`src/rtl/hazard_ctrl_if.sv`:
```
// Hazard controller bus: pipeline-side observation signals and the
// controller's stall/flush/forward/mul-div outputs, bundled for one port.
interface hazard_ctrl_if #(
    parameter int CNT_W = 16
);
    logic [4:0]       Rs1D;
    logic [4:0]       Rs2D;
    logic [4:0]       Rs1E;
    logic [4:0]       Rs2E;
    logic [4:0]       RdE;
    logic [4:0]       RdM;
    logic [4:0]       RdW;
    logic             RegWriteM;
    logic             RegWriteW;
    logic             LoadE;
    logic             PCSrcE;
    logic             MdOpE;
    logic             MdDone;
    logic             MdGo;
    logic [1:0]       ForwardAE;
    logic [1:0]       ForwardBE;
    logic             StallF;
    logic             StallD;
    logic             StallE;
    logic             FlushD;
    logic             FlushE;
    logic             FlushM;
    logic             MdTimeout;
    logic [CNT_W-1:0] StallCnt;
    logic [CNT_W-1:0] FlushCnt;

    // Pipeline / datapath side
    modport master (
        output Rs1D, Rs2D, Rs1E, Rs2E, RdE, RdM, RdW,
        output RegWriteM, RegWriteW, LoadE, PCSrcE, MdOpE, MdDone,
        input  MdGo, ForwardAE, ForwardBE, StallF, StallD, StallE,
        input  FlushD, FlushE, FlushM, MdTimeout, StallCnt, FlushCnt
    );

    // Hazard controller side
    modport slave (
        input  Rs1D, Rs2D, Rs1E, Rs2E, RdE, RdM, RdW,
        input  RegWriteM, RegWriteW, LoadE, PCSrcE, MdOpE, MdDone,
        output MdGo, ForwardAE, ForwardBE, StallF, StallD, StallE,
        output FlushD, FlushE, FlushM, MdTimeout, StallCnt, FlushCnt
    );
endinterface

```
`src/rtl/hazard_ctrl.sv`:
```
// Hazard / sequencing controller for the 5-stage pipeline.
// Forwarding selects, load-use stall, branch flush, and a mul/div
// start/done sequencer with an 8-bit watchdog.
// Optional feature macro: HAZARD_PERF_CNT_EN (saturating stall/flush
// cycle counters; when undefined the counters read as zero).
// All pipeline controls are combinational from inputs and state and are
// forced low while reset is asserted.
module hazard_ctrl #(
    parameter int CNT_W      = 16,
    parameter int MD_TIMEOUT = 64
) (
    input  logic         clk,
    input  logic         reset,
    hazard_ctrl_if.slave hz
);

    typedef enum logic {
        ST_IDLE = 1'b0,
        ST_BUSY = 1'b1
    } md_state_e;

    localparam logic [7:0] WD_LIMIT = 8'(MD_TIMEOUT);

    md_state_e  state_q;
    logic [7:0] wd_q;
    logic       timeout_q;
    logic [7:0] wd_inc_s;

    logic       md_issue_s;
    logic       md_wait_s;
    logic       md_hold_s;
    logic       lw_stall_s;
    logic       stall_f_s;
    logic       flush_d_s;
    logic       flush_e_s;

    // Forward select for one EX source: MEM beats WB, x0 never forwards.
    function automatic logic [1:0] fwd_sel(
        input logic [4:0] rs,
        input logic       wr_m,
        input logic [4:0] rd_m,
        input logic       wr_w,
        input logic [4:0] rd_w
    );
        logic [1:0] sel;
        if (wr_m && (rd_m != 5'd0) && (rd_m == rs)) begin
            sel = 2'b10;
        end else if (wr_w && (rd_w != 5'd0) && (rd_w == rs)) begin
            sel = 2'b01;
        end else begin
            sel = 2'b00;
        end
        return sel;
    endfunction

    assign wd_inc_s = wd_q + 8'd1;

    // Hazard detection and pipeline control generation.
    always_comb begin
        md_issue_s = reset && (state_q == ST_IDLE) && hz.MdOpE;
        md_wait_s  = reset && (state_q == ST_BUSY) && !hz.MdDone;
        md_hold_s  = md_issue_s || md_wait_s;
        lw_stall_s = reset && hz.LoadE && (hz.RdE != 5'd0) &&
                     ((hz.RdE == hz.Rs1D) || (hz.RdE == hz.Rs2D));
        stall_f_s  = lw_stall_s || md_hold_s;
        flush_d_s  = reset && hz.PCSrcE && !md_hold_s;
        flush_e_s  = reset && (lw_stall_s || hz.PCSrcE) && !md_hold_s;

        hz.MdGo      = md_issue_s;
        hz.StallF    = stall_f_s;
        hz.StallD    = stall_f_s;
        hz.StallE    = md_hold_s;
        hz.FlushM    = md_hold_s;
        hz.FlushD    = flush_d_s;
        hz.FlushE    = flush_e_s;
        hz.MdTimeout = timeout_q;
        if (reset) begin
            hz.ForwardAE = fwd_sel(hz.Rs1E, hz.RegWriteM, hz.RdM, hz.RegWriteW, hz.RdW);
            hz.ForwardBE = fwd_sel(hz.Rs2E, hz.RegWriteM, hz.RdM, hz.RegWriteW, hz.RdW);
        end else begin
            hz.ForwardAE = 2'b00;
            hz.ForwardBE = 2'b00;
        end
    end

    // Mul/div sequencer FSM with watchdog; a timeout returns to IDLE and sticks the flag.
    always_ff @(posedge clk or negedge reset) begin
        if (!reset) begin
            state_q   <= ST_IDLE;
            wd_q      <= 8'd0;
            timeout_q <= 1'b0;
        end else begin
            case (state_q)
                ST_IDLE: begin
                    if (hz.MdOpE) begin
                        state_q <= ST_BUSY;
                        wd_q    <= 8'd0;
                    end
                end
                ST_BUSY: begin
                    if (hz.MdDone) begin
                        state_q <= ST_IDLE;
                    end else if (wd_inc_s == WD_LIMIT) begin
                        state_q   <= ST_IDLE;
                        timeout_q <= 1'b1;
                    end else begin
                        wd_q <= wd_inc_s;
                    end
                end
                default: begin
                    state_q <= ST_IDLE;
                    wd_q    <= 8'd0;
                end
            endcase
        end
    end

`ifdef HAZARD_PERF_CNT_EN
    localparam logic [CNT_W-1:0] CNT_MAX = {CNT_W{1'b1}};

    logic [CNT_W-1:0] stall_cnt_q;
    logic [CNT_W-1:0] flush_cnt_q;

    // Saturating counts of stalled cycles and flushed (D or E) cycles.
    always_ff @(posedge clk or negedge reset) begin
        if (!reset) begin
            stall_cnt_q <= {CNT_W{1'b0}};
            flush_cnt_q <= {CNT_W{1'b0}};
        end else begin
            if (stall_f_s && (stall_cnt_q != CNT_MAX)) begin
                stall_cnt_q <= stall_cnt_q + {{(CNT_W-1){1'b0}}, 1'b1};
            end
            if ((flush_d_s || flush_e_s) && (flush_cnt_q != CNT_MAX)) begin
                flush_cnt_q <= flush_cnt_q + {{(CNT_W-1){1'b0}}, 1'b1};
            end
        end
    end

    assign hz.StallCnt = stall_cnt_q;
    assign hz.FlushCnt = flush_cnt_q;
`else
    assign hz.StallCnt = {CNT_W{1'b0}};
    assign hz.FlushCnt = {CNT_W{1'b0}};
`endif

endmodule
```
`src/flat_wrapper.sv`:
```
// flat-port wrapper written by rule: the top's interface ports become plain ports
module hazard_ctrl_flat 
#(
    parameter int CNT_W      = 16,
    parameter int MD_TIMEOUT = 64
)
  (clk, reset, hz_Rs1D, hz_Rs2D, hz_Rs1E, hz_Rs2E, hz_RdE, hz_RdM, hz_RdW, hz_RegWriteM, hz_RegWriteW, hz_LoadE, hz_PCSrcE, hz_MdOpE, hz_MdDone, hz_MdGo, hz_ForwardAE, hz_ForwardBE, hz_StallF, hz_StallD, hz_StallE, hz_FlushD, hz_FlushE, hz_FlushM, hz_MdTimeout, hz_StallCnt, hz_FlushCnt);
  hazard_ctrl_if #(.CNT_W(CNT_W)) hz_i ();
  input  logic clk;
  input  logic reset;
  input wire logic [$bits(hz_i.Rs1D)-1:0] hz_Rs1D;
  input wire logic [$bits(hz_i.Rs2D)-1:0] hz_Rs2D;
  input wire logic [$bits(hz_i.Rs1E)-1:0] hz_Rs1E;
  input wire logic [$bits(hz_i.Rs2E)-1:0] hz_Rs2E;
  input wire logic [$bits(hz_i.RdE)-1:0] hz_RdE;
  input wire logic [$bits(hz_i.RdM)-1:0] hz_RdM;
  input wire logic [$bits(hz_i.RdW)-1:0] hz_RdW;
  input wire logic [$bits(hz_i.RegWriteM)-1:0] hz_RegWriteM;
  input wire logic [$bits(hz_i.RegWriteW)-1:0] hz_RegWriteW;
  input wire logic [$bits(hz_i.LoadE)-1:0] hz_LoadE;
  input wire logic [$bits(hz_i.PCSrcE)-1:0] hz_PCSrcE;
  input wire logic [$bits(hz_i.MdOpE)-1:0] hz_MdOpE;
  input wire logic [$bits(hz_i.MdDone)-1:0] hz_MdDone;
  output wire logic [$bits(hz_i.MdGo)-1:0] hz_MdGo;
  output wire logic [$bits(hz_i.ForwardAE)-1:0] hz_ForwardAE;
  output wire logic [$bits(hz_i.ForwardBE)-1:0] hz_ForwardBE;
  output wire logic [$bits(hz_i.StallF)-1:0] hz_StallF;
  output wire logic [$bits(hz_i.StallD)-1:0] hz_StallD;
  output wire logic [$bits(hz_i.StallE)-1:0] hz_StallE;
  output wire logic [$bits(hz_i.FlushD)-1:0] hz_FlushD;
  output wire logic [$bits(hz_i.FlushE)-1:0] hz_FlushE;
  output wire logic [$bits(hz_i.FlushM)-1:0] hz_FlushM;
  output wire logic [$bits(hz_i.MdTimeout)-1:0] hz_MdTimeout;
  output wire logic [$bits(hz_i.StallCnt)-1:0] hz_StallCnt;
  output wire logic [$bits(hz_i.FlushCnt)-1:0] hz_FlushCnt;
  assign hz_i.Rs1D = hz_Rs1D;
  assign hz_i.Rs2D = hz_Rs2D;
  assign hz_i.Rs1E = hz_Rs1E;
  assign hz_i.Rs2E = hz_Rs2E;
  assign hz_i.RdE = hz_RdE;
  assign hz_i.RdM = hz_RdM;
  assign hz_i.RdW = hz_RdW;
  assign hz_i.RegWriteM = hz_RegWriteM;
  assign hz_i.RegWriteW = hz_RegWriteW;
  assign hz_i.LoadE = hz_LoadE;
  assign hz_i.PCSrcE = hz_PCSrcE;
  assign hz_i.MdOpE = hz_MdOpE;
  assign hz_i.MdDone = hz_MdDone;
  assign hz_MdGo = hz_i.MdGo;
  assign hz_ForwardAE = hz_i.ForwardAE;
  assign hz_ForwardBE = hz_i.ForwardBE;
  assign hz_StallF = hz_i.StallF;
  assign hz_StallD = hz_i.StallD;
  assign hz_StallE = hz_i.StallE;
  assign hz_FlushD = hz_i.FlushD;
  assign hz_FlushE = hz_i.FlushE;
  assign hz_FlushM = hz_i.FlushM;
  assign hz_MdTimeout = hz_i.MdTimeout;
  assign hz_StallCnt = hz_i.StallCnt;
  assign hz_FlushCnt = hz_i.FlushCnt;
  hazard_ctrl #(.CNT_W(CNT_W), .MD_TIMEOUT(MD_TIMEOUT)) u_core (.clk(clk), .reset(reset), .hz(hz_i));
endmodule
```
`config.mk`:
```
export PLATFORM = sky130hd
export DESIGN_NAME = hazard_ctrl_flat
export DESIGN_NICKNAME = d
export VERILOG_FILES = /design/src/rtl/hazard_ctrl_if.sv /design/src/rtl/hazard_ctrl.sv /design/src/flat_wrapper.sv
export SDC_FILE = /design/constraint.sdc
export NUM_CORES = 1
export LEC_CHECK = 0
export ABC_AREA = 1
export BUFFER_PORTS_ARGS = -buffer_cell sky130_fd_sc_hd__clkbuf_2
export CAP_MARGIN = 20
export CORE_ASPECT_RATIO = 1.4
export CORE_MARGIN = 8
export CORE_UTILIZATION = 39
export DETAILED_ROUTE_END_ITERATION = 8
export GPL_TIMING_DRIVEN = 0
export PLACE_DENSITY_LB_ADDON = 0.15
export SYNTH_ARGS = -nofsm -noshare
export SYNTH_HDL_FRONTEND = slang
export SYNTH_SLANG_ARGS = --single-unit
```
`constraint.sdc`:
```
create_clock -name clk -period 1.65 [get_ports clk]
set_input_delay 0.4125 -clock clk [delete_from_list [all_inputs] [get_ports clk]]
set_output_delay 0.4125 -clock clk [all_outputs]
set_load 0.05 [all_outputs]
```
==> out/results.tsv <==
metric	value	unit
status	finished, violations left	
failing checks	negative setup slack	
commonest non-fill, non-tap cell in the layout	buf_4	
NumNets Final	366	
routed wire length	4774	µm
max-slew violations	0	
Fmax achieved	541.4	MHz
dpl ws	-0.4584	ns
wire per inst	13.22	µm
total leakage power	1.349	nW
Final Hold Fails	0	
fraction of layout cells with a size suffix above 1	0.5047	
Yosys cell types	28	
CTS Buf Count	3	
Max VDD drop	0.6255	mV
PwrDens	572.2	nW/µm²
Int Power	0.8129	mW
number of non-filler instances in the completed layout	361	
ANT cells	0	
Synth Instances	211	
CP Data Arrival Time	1.43	ns
number of I/O pins	87	
worst setup margin	-0.1970	ns
largest net degree at the start of global routing	11	
nature of the critical path endpoint	primary output	
setup TNS	-1.279	ns
Die Ht	87.53	µm
skew final	0.003694	ns
Hold Path Class	register to register	
via count	1657	
Placed Cells	338	
Worst-path clk slew	0.05	ns
Layout Utilization	0.7185	
min Tclk post-route	1.847	ns
H-Tree Depth	1	
Chip Width	67.09	µm
drt via density	4.590	
Initial Util	0.3983	
clock share of power	0.175	
total grt overflow	0	
#FFs+latches synth	10	
R2R Setup Slk	0.09	ns
switching share of power	0.4475	
num rows	26	
Antenna Nets Post-Route	0	
DR iter-0 viols	57	
Critical Path RT	1.24	ns
Die ar.	5872	µm²
Max-Cap Viols	0	
vias in the first global route	1577	
Finished Cell Area	2571	µm²
TritonCTS Sinks	10	
number of port buffers	54	
HPWL after detailed placement	3346	µm
Flop pwr share	0.211	
clk buf depth	2	
clk root buf	clkbuf_8	
total track usage	0.1482	
# fillers	295	
Area Growth Syn to Fin	80.42	%
Post-Syn Area	1425	µm²
final period utilization	1.119	
RSZ-0062 raised after global routing	true	
initial antenna violation count	0	
Switch Pwr	0.6585	mW
Final setup viols	11	
CORE AREA	3578	µm²
Synth Area per Inst	6.754	µm²
Comb pwr share	0.614	
Setup crit start kind	input pin	
Post-route DRC	0	
gpl congestion	0.8140	
first-pass GRT wire length	6941	µm
most frequent cells in the layout	buf_4 (49), conb_1 (32), nand2_1 (31), clkbuf_2 (29)	
Synth warnings	0	
worst-path fanout max	2	
CTS tree	yes	
sequential-to-total area share from yosys stat	0.1756	
clock insertion delay at the later pin of the skew report	0.24	ns
critical path class	input pin to primary output	
drt pass-1 iters	4	
Area after DPL	1992	µm²
[per-stage QoR]
stage / hold WS, ns / power, mW
final: 0.4877 / 1.471
after CTS: 0.4955 / 1.363
after detailed placement: 0.3463 / 0.9626
after global routing: 0.5512 / 1.552
after floorplan: 0.1169 / 0.8226
after global placement: 0.3460 / 0.9588
[final timing paths]
| path | from | end | cells after the start |
|---|---|---|---|
| worst min register to register | u_core.hz.MdTimeout | u_core.hz.MdTimeout | 2 |
| worst max register to register | u_core.wd_q[0] | u_core.wd_q[0] | 9 |
| worst max-delay path | hz_Rs1D[1] | hz_StallF | 9 |
| max in group asynchronous | reset | u_core.wd_q[3] | 2 |
| min in group asynchronous | reset | u_core.hz.MdTimeout | 2 |
| worst min-delay path | u_core.hz.MdTimeout | u_core.hz.MdTimeout | 2 |
[power by group through the flow]
stage / clock network [mW] / registers [mW] / logic (mW)
floorplan: 0 / 0.304 / 0.519
global placement: 0 / 0.311 / 0.648
detailed placement: 0 / 0.311 / 0.652
CTS: 0.268 / 0.301 / 0.793
global route: 0.277 / 0.314 / 0.962
finish: 0.258 / 0.311 / 0.903
[state kept, by name, summed over array words and instances (netlist names)]
name / cells
u_core.wd_q: 8
u_core.hz.MdTimeout: 1
u_core.state_q: 1
[final cells by class]
cell class	instances	area [µm²]	area share
buffer	34	262.8	0.1022
clock buffer	3	41.29	0.01606
inverter	23	93.84	0.03650
multi-input combinational	177	1206	0.4691
sequential	10	255.2	0.09927
tap	42	52.55	0.02044
timing repair buffer	72	659.4	0.2564
[Yosys cell counts, drive strengths merged]
master | number | area share
nor2 | 23 | 0.071
nor4 | 2 | 0.0088
nor3 | 6 | 0.021
nand4 | 6 | 0.037
dfrtp | 10 | 0.18
or2 | 1 | 0.0044
nand3 | 23 | 0.088
nand2 | 41 | 0.12
xnor2 | 12 | 0.074
a211oi | 2 | 0.011
a21oi | 6 | 0.021
o21bai | 1 | 0.0079
conb | 1 | 0.0026
o22ai | 1 | 0.0044
inv | 23 | 0.061
a22o | 1 | 0.0061
xor2 | 10 | 0.061
o21ai | 6 | 0.029
buf | 34 | 0.18
ha | 2 | 0.018
[repair_timing]
| item | in CTS | in global routing |
|---|---|---|
| pin swaps | 19 | 15 |
| endpoints found under the setup margin | 20 | 20 |
| setup buffers | 8 | 9 |
| resized for setup | 47 | 33 |
| gates cloned | 2 | 0 |
| hold buffers | 1 | 0 |
| hold endpoints to repair | 10 | 0 |
[routing by layer]
metal / global-route usage / routed length [µm]
met3: 0.02191 / 293
met4: 0.05534 / 56
met2: 0.2993 / 2828
met1: 0.1401 / 1596
met5: 0 / 0
[kinds of logic after synthesis]
logic type                 count (synthesis)  share of synthesized area
and+or+nand+nor                          102                     0.3503
buffers and inverters                     57                     0.2397
xor gates and xnor gates                  22                     0.1352
AOI/OAI and AO/OA                         17                    0.07902
DFF                                       10                     0.1756
adders and majority gates                  2                    0.01756
other                                      1                   0.002631
[critical path: stages]
cell and delay (ns):
buf_6 0.09, or2_0 0.20, a21oi_1 0.13, nand3_1 0.08
nand2_1 0.08, nand2_2 0.09, o21ai_4 0.08, buf_6 0.12
clkbuf_16 0.15
Note: power is estimated with default switching activity, not from simulation.
